File: src/rtl/gpa_fhdo_spi_responder_pkg.sv
// Shared types and constants for the GPA-FHDO SPI responder.
//   state_t       responder FSM states
//   GPA_ADDR_*    register addresses decoded from DAC write frames
//   GPA_*_BITS    default SPI frame lengths in SCLK rising edges
//   SYNC_RESET    reset value of the SYNC register
package gpa_fhdo_pkg;

   typedef enum logic [2:0] {
      ST_IDLE,
      ST_DAC_SHIFT,
      ST_ADC_SHIFT,
      ST_DECODE,
      ST_ERROR
   } state_t;

   localparam logic [3:0] GPA_ADDR_SYNC = 4'h2;
   localparam logic [3:0] GPA_ADDR_DAC0 = 4'h8;
   localparam logic [3:0] GPA_ADDR_DAC1 = 4'h9;
   localparam logic [3:0] GPA_ADDR_DAC2 = 4'hA;
   localparam logic [3:0] GPA_ADDR_DAC3 = 4'hB;

   localparam int GPA_DAC_BITS = 24;
   localparam int GPA_ADC_BITS = 32;

   localparam logic [15:0] SYNC_RESET = 16'hFF00;

   // True for the four DAC channel data registers.
   function automatic logic is_dac_addr(input logic [3:0] addr);
      return (addr >= GPA_ADDR_DAC0) && (addr <= GPA_ADDR_DAC3);
   endfunction

endpackage

File: src/rtl/gpa_fhdo_spi_responder_if.sv
// SPI pin bundle between the gradient SPI master and the GPA-FHDO responder.
//   spi_clk_i  SCLK, idles low
//   spi_sdi_i  MOSI
//   dac_csn_i  DAC chip select, active-low
//   adc_csn_i  ADC chip select, active-low
//   spi_sdo_o  MISO
// Signal suffixes are from the responder's point of view.
interface gpa_fhdo_spi_responder_if;

   logic spi_clk_i;
   logic spi_sdi_i;
   logic dac_csn_i;
   logic adc_csn_i;
   logic spi_sdo_o;

   modport master (
      output spi_clk_i, spi_sdi_i, dac_csn_i, adc_csn_i,
      input  spi_sdo_o
   );

   modport slave (
      input  spi_clk_i, spi_sdi_i, dac_csn_i, adc_csn_i,
      output spi_sdo_o
   );

endinterface

File: src/rtl/gpa_fhdo_spi_responder_spi_in_sync.sv
// N-stage single-bit synchroniser with a synchronous reset to RST_VAL.
//   clk   system clock
//   rst   synchronous active-high reset
//   d_i   asynchronous input
//   q_o   synchronised output (STAGES clocks of latency)
module spi_in_sync #(
   parameter int   STAGES  = 2,
   parameter logic RST_VAL = 1'b0
) (
   input  logic clk,
   input  logic rst,
   input  logic d_i,
   output logic q_o
);

   logic [STAGES-1:0] sync_q;

   always_ff @(posedge clk) begin
      if (rst) begin
         sync_q <= {STAGES{RST_VAL}};
      end else begin
         sync_q <= {sync_q[STAGES-2:0], d_i};
      end
   end

   assign q_o = sync_q[STAGES-1];

endmodule

File: src/rtl/gpa_fhdo_spi_responder.sv
// GPA-FHDO board emulator on the far side of the gradient SPI master.
// Oversamples the SPI pins on clk, decodes 24-bit DAC80504 write frames into
// four channel registers plus the SYNC register, and answers 32-bit ADC frames
// with a 16-bit sample (16 leading zeros, then the sample MSB-first).
//   clk, rst            system clock (>= 8x SCLK), sync active-high reset
//   spi                 SPI pins (slave modport)
//   adc_value_i         sample returned on the next ADC frame, latched at CSn fall
//   dac_ch0_o..3_o      current DAC channel codes
//   dac_wr_o/_ch_o      1-cycle pulse and channel of a channel register update
//   sync_reg_o          last value written to the SYNC register
//   frame_err_o         1-cycle pulse when a malformed frame is discarded
//   busy_o              a frame is in progress
module gpa_fhdo_spi_responder
   import gpa_fhdo_pkg::*;
#(
   parameter int SYNC_STAGES = 2,
   parameter int DAC_BITS    = GPA_DAC_BITS,
   parameter int ADC_BITS    = GPA_ADC_BITS
) (
   input  logic                     clk,
   input  logic                     rst,
   gpa_fhdo_spi_responder_if.slave  spi,
   input  logic [15:0]              adc_value_i,
   output logic [15:0]              dac_ch0_o,
   output logic [15:0]              dac_ch1_o,
   output logic [15:0]              dac_ch2_o,
   output logic [15:0]              dac_ch3_o,
   output logic                     dac_wr_o,
   output logic [1:0]               dac_wr_ch_o,
   output logic [15:0]              sync_reg_o,
   output logic                     frame_err_o,
   output logic                     busy_o
);

   localparam logic [5:0] DAC_LAST = 6'(DAC_BITS);
   localparam logic [5:0] ADC_LAST = 6'(ADC_BITS);
   localparam logic [5:0] ADC_ZERO = 6'(ADC_BITS - 16);

   function automatic logic [5:0] sat_inc(input logic [5:0] cnt);
      return (cnt == 6'd63) ? cnt : cnt + 6'd1;
   endfunction

   // MISO bit the master samples on SCLK rise k.
   function automatic logic adc_bit(input logic [5:0] k, input logic [15:0] word);
      logic [5:0] idx;
      idx = ADC_LAST - 6'd1 - k;
      if ((k >= ADC_ZERO) && (k < ADC_LAST)) return word[idx[3:0]];
      return 1'b0;
   endfunction

   logic sclk_s, mosi_s, dcs_s, acs_s;

   spi_in_sync #(.STAGES(SYNC_STAGES), .RST_VAL(1'b0)) u_sync_sclk (
      .clk(clk), .rst(rst), .d_i(spi.spi_clk_i), .q_o(sclk_s));
   spi_in_sync #(.STAGES(SYNC_STAGES), .RST_VAL(1'b0)) u_sync_mosi (
      .clk(clk), .rst(rst), .d_i(spi.spi_sdi_i), .q_o(mosi_s));
   spi_in_sync #(.STAGES(SYNC_STAGES), .RST_VAL(1'b1)) u_sync_dcs (
      .clk(clk), .rst(rst), .d_i(spi.dac_csn_i), .q_o(dcs_s));
   spi_in_sync #(.STAGES(SYNC_STAGES), .RST_VAL(1'b1)) u_sync_acs (
      .clk(clk), .rst(rst), .d_i(spi.adc_csn_i), .q_o(acs_s));

   logic                   sclk_q, dcs_q, acs_q;
   logic [SYNC_STAGES-1:0] settle_q;
   logic                   armed_q;
   state_t                 state_q, state_d;
   logic [5:0]             bit_cnt_q, fall_cnt_q;
   logic [23:0]            shift_q;
   logic [15:0]            adc_q;
   logic                   sdo_q;
   logic [15:0]            dac_ch_q [4];
   logic [15:0]            sync_q;
   logic                   dac_wr_q, frame_err_q;
   logic [1:0]             dac_wr_ch_q;
   logic                   spi_sdo_w;

   wire sclk_rise = sclk_s & ~sclk_q;
   wire sclk_fall = ~sclk_s & sclk_q;
   wire dcs_fall  = ~dcs_s & dcs_q;
   wire dcs_rise  = dcs_s & ~dcs_q;
   wire acs_fall  = ~acs_s & acs_q;
   wire acs_rise  = acs_s & ~acs_q;
   wire settled   = settle_q[SYNC_STAGES-1];
   wire shifting  = (state_q == state_d) &&
                    ((state_q == ST_DAC_SHIFT) || (state_q == ST_ADC_SHIFT));

   logic unused_addr_hi;
   assign unused_addr_hi = ^shift_q[22:20];

   // Edge history. The synchronisers hold their reset levels for SYNC_STAGES
   // clocks after rst drops, so a CSn already low at release would look like a
   // fall; armed_q only sets once both CSn are seen truly high, which keeps an
   // aborted frame from being picked up mid-way.
   always_ff @(posedge clk) begin
      if (rst) begin
         sclk_q   <= 1'b0;
         dcs_q    <= 1'b1;
         acs_q    <= 1'b1;
         settle_q <= '0;
         armed_q  <= 1'b0;
      end else begin
         sclk_q   <= sclk_s;
         dcs_q    <= dcs_s;
         acs_q    <= acs_s;
         settle_q <= {settle_q[SYNC_STAGES-2:0], 1'b1};
         armed_q  <= armed_q | (settled & dcs_s & acs_s);
      end
   end

   always_ff @(posedge clk) begin
      if (rst) state_q <= ST_IDLE;
      else     state_q <= state_d;
   end

   // A CSn rise is checked before SCLK edges, so an edge in the same cycle is dropped.
   always_comb begin
      state_d = state_q;
      unique case (state_q)
         ST_IDLE: begin
            if (armed_q && (dcs_fall || acs_fall)) begin
               if (!dcs_s && !acs_s) state_d = ST_ERROR;
               else if (dcs_fall)    state_d = ST_DAC_SHIFT;
               else                  state_d = ST_ADC_SHIFT;
            end
         end
         ST_DAC_SHIFT: begin
            if (dcs_rise)
               state_d = ((bit_cnt_q == DAC_LAST) && (fall_cnt_q == DAC_LAST)) ? ST_DECODE : ST_ERROR;
            else if (acs_fall)
               state_d = ST_ERROR;
         end
         ST_ADC_SHIFT: begin
            if (acs_rise)
               state_d = (bit_cnt_q == ADC_LAST) ? ST_IDLE : ST_ERROR;
            else if (dcs_fall)
               state_d = ST_ERROR;
         end
         ST_DECODE: state_d = ST_IDLE;
         ST_ERROR:  if (dcs_s && acs_s) state_d = ST_IDLE;
         default:   state_d = ST_IDLE;
      endcase
   end

   always_comb begin
      busy_o    = (state_q != ST_IDLE);
      spi_sdo_w = (state_q == ST_ADC_SHIFT) && sdo_q;
   end

   assign spi.spi_sdo_o = spi_sdo_w;

   always_ff @(posedge clk) begin
      if ((state_q == ST_IDLE) && (state_d == ST_DAC_SHIFT))
         shift_q <= '0;
      else if (shifting && (state_q == ST_DAC_SHIFT) && sclk_fall)
         shift_q <= {shift_q[22:0], mosi_s};
      if ((state_q == ST_IDLE) && (state_d == ST_ADC_SHIFT))
         adc_q <= adc_value_i;
   end

   always_ff @(posedge clk) begin
      if (rst) begin
         bit_cnt_q   <= '0;
         fall_cnt_q  <= '0;
         sdo_q       <= 1'b0;
         for (int i = 0; i < 4; i++) dac_ch_q[i] <= '0;
         sync_q      <= SYNC_RESET;
         dac_wr_q    <= 1'b0;
         dac_wr_ch_q <= '0;
         frame_err_q <= 1'b0;
      end else begin
         dac_wr_q    <= 1'b0;
         frame_err_q <= (state_d == ST_ERROR) && (state_q != ST_ERROR);
         if ((state_q == ST_IDLE) && (state_d != ST_IDLE)) begin
            bit_cnt_q  <= '0;
            fall_cnt_q <= '0;
            sdo_q      <= (state_d == ST_ADC_SHIFT) ? adc_bit(6'd0, adc_value_i) : 1'b0;
         end else if (shifting) begin
            if (sclk_rise) bit_cnt_q <= sat_inc(bit_cnt_q);
            if (sclk_fall) begin
               fall_cnt_q <= sat_inc(fall_cnt_q);
               if (state_q == ST_ADC_SHIFT) sdo_q <= adc_bit(bit_cnt_q, adc_q);
            end
         end else begin
            sdo_q <= 1'b0;
         end
         // Reads (bit 23 set) and unknown addresses are silently ignored.
         if ((state_q == ST_DECODE) && !shift_q[23]) begin
            if (is_dac_addr(shift_q[19:16])) begin
               dac_ch_q[shift_q[17:16]] <= shift_q[15:0];
               dac_wr_q                 <= 1'b1;
               dac_wr_ch_q              <= shift_q[17:16];
            end else if (shift_q[19:16] == GPA_ADDR_SYNC) begin
               sync_q <= shift_q[15:0];
            end
         end
      end
   end

   assign dac_ch0_o   = dac_ch_q[0];
   assign dac_ch1_o   = dac_ch_q[1];
   assign dac_ch2_o   = dac_ch_q[2];
   assign dac_ch3_o   = dac_ch_q[3];
   assign dac_wr_o    = dac_wr_q;
   assign dac_wr_ch_o = dac_wr_ch_q;
   assign sync_reg_o  = sync_q;
   assign frame_err_o = frame_err_q;

endmodule

File: src/flat_wrapper.sv
// flat-port wrapper written by rule: the top's interface ports become plain ports
module gpa_fhdo_spi_responder_flat import gpa_fhdo_pkg::*;
#(
   parameter int SYNC_STAGES = 2,
   parameter int DAC_BITS    = GPA_DAC_BITS,
   parameter int ADC_BITS    = GPA_ADC_BITS
)
  (clk, rst, adc_value_i, dac_ch0_o, dac_ch1_o, dac_ch2_o, dac_ch3_o, dac_wr_o, dac_wr_ch_o, sync_reg_o, frame_err_o, busy_o, spi_spi_clk_i, spi_spi_sdi_i, spi_dac_csn_i, spi_adc_csn_i, spi_spi_sdo_o);
  gpa_fhdo_spi_responder_if spi_i ();
  input  logic clk;
  input  logic rst;
  input  logic [15:0] adc_value_i;
  output logic [15:0] dac_ch0_o;
  output logic [15:0] dac_ch1_o;
  output logic [15:0] dac_ch2_o;
  output logic [15:0] dac_ch3_o;
  output logic dac_wr_o;
  output logic [1:0] dac_wr_ch_o;
  output logic [15:0] sync_reg_o;
  output logic frame_err_o;
  output logic busy_o;
  input wire logic [$bits(spi_i.spi_clk_i)-1:0] spi_spi_clk_i;
  input wire logic [$bits(spi_i.spi_sdi_i)-1:0] spi_spi_sdi_i;
  input wire logic [$bits(spi_i.dac_csn_i)-1:0] spi_dac_csn_i;
  input wire logic [$bits(spi_i.adc_csn_i)-1:0] spi_adc_csn_i;
  output wire logic [$bits(spi_i.spi_sdo_o)-1:0] spi_spi_sdo_o;
  assign spi_i.spi_clk_i = spi_spi_clk_i;
  assign spi_i.spi_sdi_i = spi_spi_sdi_i;
  assign spi_i.dac_csn_i = spi_dac_csn_i;
  assign spi_i.adc_csn_i = spi_adc_csn_i;
  assign spi_spi_sdo_o = spi_i.spi_sdo_o;
  gpa_fhdo_spi_responder #(.SYNC_STAGES(SYNC_STAGES), .DAC_BITS(DAC_BITS), .ADC_BITS(ADC_BITS)) u_core (.clk(clk), .rst(rst), .spi(spi_i), .adc_value_i(adc_value_i), .dac_ch0_o(dac_ch0_o), .dac_ch1_o(dac_ch1_o), .dac_ch2_o(dac_ch2_o), .dac_ch3_o(dac_ch3_o), .dac_wr_o(dac_wr_o), .dac_wr_ch_o(dac_wr_ch_o), .sync_reg_o(sync_reg_o), .frame_err_o(frame_err_o), .busy_o(busy_o));
endmodule
File: config.mk
export PLATFORM = sky130hd
export DESIGN_NAME = gpa_fhdo_spi_responder_flat
export DESIGN_NICKNAME = d
export VERILOG_FILES = /design/src/rtl/gpa_fhdo_spi_responder_pkg.sv /design/src/rtl/gpa_fhdo_spi_responder_if.sv /design/src/rtl/gpa_fhdo_spi_responder_spi_in_sync.sv /design/src/rtl/gpa_fhdo_spi_responder.sv /design/src/flat_wrapper.sv
export SDC_FILE = /design/constraint.sdc
export NUM_CORES = 1
export LEC_CHECK = 0
export BUFFER_PORTS_ARGS = -buffer_cell sky130_fd_sc_hd__buf_2
export CAP_MARGIN = 20
export CORE_ASPECT_RATIO = 0.9
export CORE_MARGIN = 2
export CORE_UTILIZATION = 50
export DETAILED_ROUTE_END_ITERATION = 7
export GPL_TIMING_DRIVEN = 0
export PLACE_DENSITY = 0.8
export SLEW_MARGIN = 25
export SYNTH_ARGS = -nofsm -noshare
export SYNTH_HDL_FRONTEND = slang
export SYNTH_SLANG_ARGS = --single-unit
File: constraint.sdc
create_clock -name clk -period 2.67 [get_ports clk]
set_input_delay 0 -clock clk [delete_from_list [all_inputs] [get_ports clk]]
set_output_delay 0 -clock clk [all_outputs]
set_load 0.01 [all_outputs]
# Word-level counts from Yosys, hierarchy flattened

Memory sizes are Yosys's and may differ from the RTL's.
Cells that the tools add are included.
Widths: inputs -> output; s select.

Register bits after elaboration: 90
Input port bits: 22
Bits in writable memories: 64
Word-level logic and storage cells: 125
Memories: 1
Output and inout port bits: 86

Memory list:

| name            | words | bits a word | rd ports | clocked after memory_dff | write ports | line                         | text |
|---|---|---|---|---|---|---|---|
| u_core.dac_ch_q | 4     | 16          | 4        | 0                        | 4           | gpa_fhdo_spi_responder.sv:70 | `logic [15:0] dac_ch_q [4];` |

Reduce and logical (&&, ||, !) cells: 31
Multiplexer cells: 31
Add/subtract/negate cells: 3
Equality and inequality tests: 15
Bitwise logic cells: 19
Order comparisons: 5

Operators with widths:

| operator            | count |
|---|---|
| $mux 3              | 9 |
| $eq 6x6->1 const B  | 3 |
| $mux 1              | 17 |
| $mux 16             | 1 |
| $reduce_or 16->1    | 1 |
| $logic_and 1x1->1   | 15 |
| $add 6x1->6 const B | 2 |
| $eq 6x5->1 const B  | 2 |
| $pmux 3 s4          | 1 |
| $not 1->1           | 10 |
| $eq 3x2->1 const B  | 3 |
| $reduce_and 3->1    | 3 |
| $and 1x1->1         | 8 |
| $eq 3x1->1 const B  | 2 |
| $eq 3x3->1 const B  | 2 |
| $ge 6x5->1 const B  | 1 |
| $lt 6x6->1 const B  | 1 |
| $reduce_bool 3->1   | 2 |
| $lt 4x5->1 const B  | 1 |
| $bmux 1 s4          | 1 |
| $eq 4x2->1 const B  | 1 |
| $ge 4x4->1 const B  | 1 |
| $le 4x4->1 const B  | 1 |
| $mux 2              | 2 |
| 10 further kinds    | 14 |

# Depth between registers and ports, before layout

Word-level depth: 12
Mapped depth: 10
Gate-level depth less buffers: 8

# By module

From an unflattened synthesis, not the netlist that was laid out.

Cell total of the unflattened synthesis: 486
Area, all modules: 6122.1 um2

Modules (own cells, without submodules):

| module                 | area each (um2) | instances | cells each | seq. area each (um2) |
|---|---|---|---|---|
| gpa_fhdo_spi_responder | 5911.9          | 1         | 470        | 3723.6 |
| spi_in_sync            | 52.6            | 4         | 4          | 40.0 |

# Least setup slack after synthesis

Ideal clock, no wire load.

Path type: reg2reg
From: reg u_core.bit_cnt_q[0]
To: reg u_core.shift_q[18]
Period minus slack after synthesis: 2583 ps
Arrival time: 2456 ps
Cell stages (with the launch flop): 11
Setup time: 128 ps
Buffers on the path: 2
Setup slack: 87 ps
Required time: 2542 ps
Path through: dfxtp_1 > clkbuf_1 > inv_1 > ha_1 > and4bb_1 > and4_4 > or3_4 > a211oi_4 > buf_8 > mux2i_1 > nor2_1

Cells in the longest elaborated chain, start to end: 9
Elaborated cells between the ends (all ways): 14
Classes of those cells: eq/ne: 4; mux: 5; reduce/logical: 5

RTL lines:

| item                           | line                          | text |
|---|---|---|
| from (decl)                    | gpa_fhdo_spi_responder.sv:66  | `logic [5:0] bit_cnt_q, fall_cnt_q;` |
| from (signal assigned)         | gpa_fhdo_spi_responder.sv:177 | `if (sclk_rise) bit_cnt_q <= sat_inc(bit_cnt_q);` |
| $eq 6x5->1                     | gpa_fhdo_spi_responder.sv:127 | `state_d = ((bit_cnt_q == DAC_LAST) && (fall_cnt_q == DAC_LAST)) ? ST_DECODE : ST_ERROR;` |
| $logic_and 1x1->1              | gpa_fhdo_spi_responder.sv:127 |  |
| $mux 3                         | gpa_fhdo_spi_responder.sv:127 |  |
| $mux 3                         | gpa_fhdo_spi_responder.sv:126 | `if (dcs_rise)` |
| $pmux 3 s4 (*)                 | gpa_fhdo_spi_responder.sv:117 | `unique case (state_q)` |
| $eq 3x3->1                     | gpa_fhdo_spi_responder.sv:83  | `wire shifting = (state_q == state_d) &&` |
| $logic_and 1x1->1              | gpa_fhdo_spi_responder.sv:83  |  |
| $logic_and 1x1->1 (2 in a row) | gpa_fhdo_spi_responder.sv:153 | `else if (shifting && (state_q == ST_DAC_SHIFT) && sclk_fall)` |
| to (signal assigned)           | gpa_fhdo_spi_responder.sv:154 | `shift_q <= {shift_q[22:0], mosi_s};` |
| to (decl)                      | gpa_fhdo_spi_responder.sv:67  | `logic [23:0] shift_q;` |

Every way passes the cells marked *; elsewhere a longest branch is shown, timed or not.
A chain may end at the register's enable or synchronous reset.

# Worst setup path in the final report

From: reg u_core.state_q[2]
To: reg u_core.fall_cnt_q[3]

Cells in the longest elaborated chain, start to end: 6
Elaborated cells between the ends (all ways): 18
Classes of those cells: eq/ne: 4; mux: 7; reduce/logical: 7

RTL lines:

| item                                                                 | line                                                         | text |
|---|---|---|
| from (decl)                                                          | gpa_fhdo_spi_responder.sv:65                                 | `state_t state_q, state_d;` |
| from (signal assigned)                                               | gpa_fhdo_spi_responder.sv:111                                | `else state_q <= state_d;` |
| $mux 3, on equally long branches                                     | gpa_fhdo_spi_responder.sv:134, gpa_fhdo_spi_responder.sv:128 |  |
| $mux 3, on equally long branches                                     | gpa_fhdo_spi_responder.sv:132, gpa_fhdo_spi_responder.sv:126 |  |
| $pmux 3 s4                                                           | gpa_fhdo_spi_responder.sv:117                                |  |
| $eq 3x3->1 / $reduce_bool 3->1 (equally long branches)               | gpa_fhdo_spi_responder.sv:83, gpa_fhdo_spi_responder.sv:172  |  |
| $logic_and 1x1->1, on equally long branches                          | gpa_fhdo_spi_responder.sv:83, gpa_fhdo_spi_responder.sv:172  |  |
| $reduce_and 3->1 (no line) / $reduce_or 2->1 (equally long branches) | -                                                            |  |
| to (signal assigned)                                                 | gpa_fhdo_spi_responder.sv:179                                | `fall_cnt_q <= sat_inc(fall_cnt_q);` |
| to (decl)                                                            | gpa_fhdo_spi_responder.sv:66                                 |  |

Several ways; a longest one is shown, not always the timed one.

==> flow_summary.toml <==
[layout]
multiInputGateArea_um2 = 1870
area.sequential_um2 = 3880
layout.nets = 685
layout_overhead_on_the_synthesized_area_pct = 27.8
postLayoutCoreUtil_pct = 65.8
final_layout_size_suffix_gt1_share_pct = 25.9
fillerInstances = 832
antennaDiodeCount = 0

[power_and_ir_drop]
power-per-cell-area_nw_per_um2 = 697
switch_share_pct = 20.4
power.switching_mw = 1.08
power.share.combinational_pct = 3.7
internal_power_mw = 4.21
power.clock.fraction_pct = 47.7
p_seq_share_pct = 48.6
power.leakage_nw = 3.06
vdd_ir_drop_max_v = 0.000608

[setup_path]
critical_path.startpoint_type = "flip-flop"
cpMostUsedCell = "sky130_fd_sc_hd__nor3_1"
cp.arrival_ps = 2830
cp_num_buf_inv = 1
critical_path_type = "reg -> reg"
timing.critical_path.slowest_stage_cell = "sky130_fd_sc_hd__nor3_1"
timing.critical_path.max_delay_family = "simple AND/OR/NAND/NOR gates"
slowest_delay_ps = 800
worstPathCellList = "nor3_2, nand2_1, nor3_1, nor4b_2, o21ai_1, buf_2, nor3_1"
worst_setup_path_end_kind = "flip-flop"
path_max_fanout = 10
crit_required_ps = 2980

[timing]
max_freq_mhz = 396
worst_clock_skew_ps = 9.37
worst_slew_margin_rel_pct = 33.6
setup_tns_ps = 0
layout_min_cycle_time_ps = 2530
grt_setup_unrepaired = "no"
finalSetupViolations = 0
final-hold-violation-count = 0
report.final.slew_viol_count = 0
tightest_pin_transition_ps = 988
period_share_pct = 94.6

[global_route]
grt_max_degree = 19
grt_pass1_vias = 4180
remaining_overflow_grt = 0
grt_antenna_before_repair = 0
grtUsageTotal_pct = 21.5
grt_first_pass_wirelength_mm = 20.9

[clock_tree]
tritoncts.num_buffers = 17
htree_num_levels = 4
clock_sinks = 154
clock_tree.root_cell = "sky130_fd_sc_hd__clkbuf_16"
worstSkewPairLatency_ps = 430
clock_pin_transition_on_the_worst_setup_and_hold_timing_paths_ps = 60
clk_path_buf_depth = 2
cts_tree = "yes"

[synthesis]
yosys_most_used_dff = "sky130_fd_sc_hd__edfxtp_1"
synth_simple_gate_area_share_pct = 19.0
synth_seq_area_share_pct = 65.4
synth_top_family_by_area = "simple AND/OR/NAND/NOR gates"
async_flop_share_pct = 0
synth_cells = 507
number_of_synthesized_flops_with_an_enable_pin = 80
synth_compound_gate_area_share_pct = 4.51
synthesis.nets = 533
ys_seq_elements = 154
post_synth_fa_ha_maj_area_fraction_pct = 0.843
synth.yosys.warnings = 0
syn_area_um2 = 5940
area_share_of_xor_xnor_cells_in_the_synthesized_design_pct = 0.590
synth.avg_cell_area_um2 = 11.7
synth_mux_area_share_pct = 6.07
synth.lib_cells_used.distinct = 45

[route]
detail_route.iter0.violations = 327
vias_per_inst = 5.21
finalWirelength_mm = 13.1
drt_pre_antenna_iters = 7
routed_wire_length_per_instance_um = 15.8
detail-route-antenna-nets = 0
route.vias.total = 4311
post-route-drc-count = 0

[placed_design]
dpl.hpwl_mm = 8.91
globalplace.congestion = 0.788
buffers_on_ports = 107

[die]
floorplan.die.height_um = 107
design.die.area_um2 = 12800
core_um2 = 11500
start_util_pct = 51.5
die_width_um = 119
i_o_pins = 108
num_rows = 37

[flow_run]
max-cap-violations = 0

[outcome]
status = "complete, no violations"

[worst_hold_path]
timing.hold.worst.class = "in -> reg"
==> path summary, 6_finish.rpt <==
kind	slack [ps]	from	endpoint	cells after the start
worst min register to register	410	u_core.u_sync_acs.sync_q[0]	u_core.u_sync_acs.sync_q[1]	1
worst max-delay path	140	u_core.state_q[2]	u_core.fall_cnt_q[3]	7
worst min-delay path	280	adc_value_i[5]	u_core.adc_q[5]	2
worst max register to register	140	u_core.state_q[2]	u_core.fall_cnt_q[3]	7
==> state kept, by name, indices dropped and copies added, names as in the netlist <==
| signal | flops |
|---|---|
| u_core.sdo_q | 1 |
| u_core.dac_ch_q | 64 |
| u_core.u_sync_mosi.sync_q | 2 |
| u_core.settle_q | 2 |
| u_core.u_sync_sclk.sync_q | 2 |
| u_core.dac_wr_ch_o | 2 |
| u_core.u_sync_dcs.sync_q | 2 |
| u_core.shift_q | 24 |
| u_core.acs_q | 1 |
| u_core.state_q | 3 |
| u_core.dcs_q | 1 |
| u_core.dac_wr_o | 1 |
| u_core.fall_cnt_q | 6 |
| u_core.bit_cnt_q | 6 |
| u_core.sync_reg_o | 16 |
| u_core.u_sync_acs.sync_q | 2 |
| u_core.sclk_q | 1 |
| u_core.frame_err_o | 1 |
| u_core.armed_q | 1 |
| u_core.adc_q | 16 |
==> per-layer routing <==
metal	part of all wire [%]	up-vias	track usage (%)
met5	0	-	0
met3	5.8	27	5.99
met4	2.2	0	8.67
li1	-	2065	-
met2	49	161	35.6
met1	43	2058	26.8
==> cell usage after synthesis, types with 3 or more instances <==
library cell	number	area, um^2
sky130_fd_sc_hd__and2_1	21	131
sky130_fd_sc_hd__nand4_1	3	18.8
sky130_fd_sc_hd__a31oi_1	6	37.5
sky130_fd_sc_hd__and3_1	4	25.0
sky130_fd_sc_hd__xnor2_1	4	35.0
sky130_fd_sc_hd__buf_2	3	15.0
sky130_fd_sc_hd__edfxtp_1	80	2400
sky130_fd_sc_hd__a311oi_1	3	26.3
sky130_fd_sc_hd__o21ai_0	3	15.0
sky130_fd_sc_hd__nor2_1	72	270
sky130_fd_sc_hd__inv_1	24	90.1
sky130_fd_sc_hd__nor3b_2	3	37.5
sky130_fd_sc_hd__nand2_1	63	236
sky130_fd_sc_hd__nor3_1	8	40.0
sky130_fd_sc_hd__clkbuf_1	15	56.3
sky130_fd_sc_hd__mux2i_1	27	270
sky130_fd_sc_hd__a21oi_1	15	75.1
sky130_fd_sc_hd__a211oi_1	3	22.5
sky130_fd_sc_hd__nand3_1	12	60.1
sky130_fd_sc_hd__dfxtp_1	74	1480
sky130_fd_sc_hd__mux4_2	4	90.1
sky130_fd_sc_hd__ha_1	4	50.1
sky130_fd_sc_hd__or2_2	8	50.1
sky130_fd_sc_hd__and4_1	4	35.0
sky130_fd_sc_hd__nor2b_1	15	93.8
==> timing repair <==
item	CTS	global route
endpoints found under the setup margin	50	11
pin swaps	1	0
setup buffers	2	0
hold buffers	21	0
resized for setup	2	4
endpoints found under the hold margin	21	0
==> power groups by stage <==
stage	clock (mW)	combinational [mW]	sequential, mW
finish	2.52	0.197	2.57
global route	2.64	0.212	2.57
floorplan	0	0.0523	2.64
CTS	2.55	0.195	2.57
global placement	0	0.159	2.62
detailed placement	0	0.170	2.62
==> cells in the final DEF (no fill, tap or decap), types with 4 or more instances in the layout <==
| cell type | instances |
|---|---|
| sky130_fd_sc_hd__dfxtp_1 | 74 |
| sky130_fd_sc_hd__buf_6 | 4 |
| sky130_fd_sc_hd__inv_1 | 24 |
| sky130_fd_sc_hd__and4_1 | 4 |
| sky130_fd_sc_hd__clkbuf_16 | 17 |
| sky130_fd_sc_hd__edfxtp_1 | 80 |
| sky130_fd_sc_hd__and2_1 | 21 |
| sky130_fd_sc_hd__ha_1 | 4 |
| sky130_fd_sc_hd__or2_2 | 8 |
| sky130_fd_sc_hd__mux2i_1 | 27 |
| sky130_fd_sc_hd__nor2b_1 | 15 |
| sky130_fd_sc_hd__clkbuf_1 | 16 |
| sky130_fd_sc_hd__buf_2 | 110 |
| sky130_fd_sc_hd__nor3_1 | 8 |
| sky130_fd_sc_hd__bufinv_16 | 4 |
| sky130_fd_sc_hd__and3_1 | 4 |
| sky130_fd_sc_hd__nand2_1 | 63 |
| sky130_fd_sc_hd__a21oi_1 | 15 |
| sky130_fd_sc_hd__nand3_1 | 12 |
| sky130_fd_sc_hd__a31oi_1 | 6 |
| sky130_fd_sc_hd__mux4_2 | 4 |
| sky130_fd_sc_hd__nor2_1 | 72 |
| sky130_fd_sc_hd__dlygate4sd3_1 | 21 |
| sky130_fd_sc_hd__xnor2_1 | 4 |
==> cells by family after synthesis <==
kind of cell / Yosys count
buf+inv: 47
fa+ha+maj: 4
simple gates: 227
compound gates: 40
xor+xnor: 4
mux: 31
flops: 154
==> layout make-up <==
type                            instances  share of cell area (%)
Tap cell                              156                    2.57
Clock buffer                           19                    5.71
Buffer                                 23                    1.63
Clock inverter                         13                    2.52
Sequential cell                       154                    51.2
Timing Repair Buffer                  133                    10.5
Inverter                               24                    1.19
Multi-Input combinational cell        306                    24.7
==> metrics by stage <==
step / hold WS, ps / total power [mW] / instance area [um^2] / worst slack (ps) / cells
after floorplan: 98.9 / 2.70 / 5940 / 86.5 / 507
after global placement: 177 / 2.78 / 6670 / -468 / 770
after detailed placement: 178 / 2.79 / 6710 / -214 / 773
after CTS: 268 / 5.31 / 7570 / 79.7 / 828
after global routing: 283 / 5.43 / 7580 / 10.4 / 828
final: 279 / 5.28 / 7580 / 144 / 828
(Power assumes the default switching activity.)
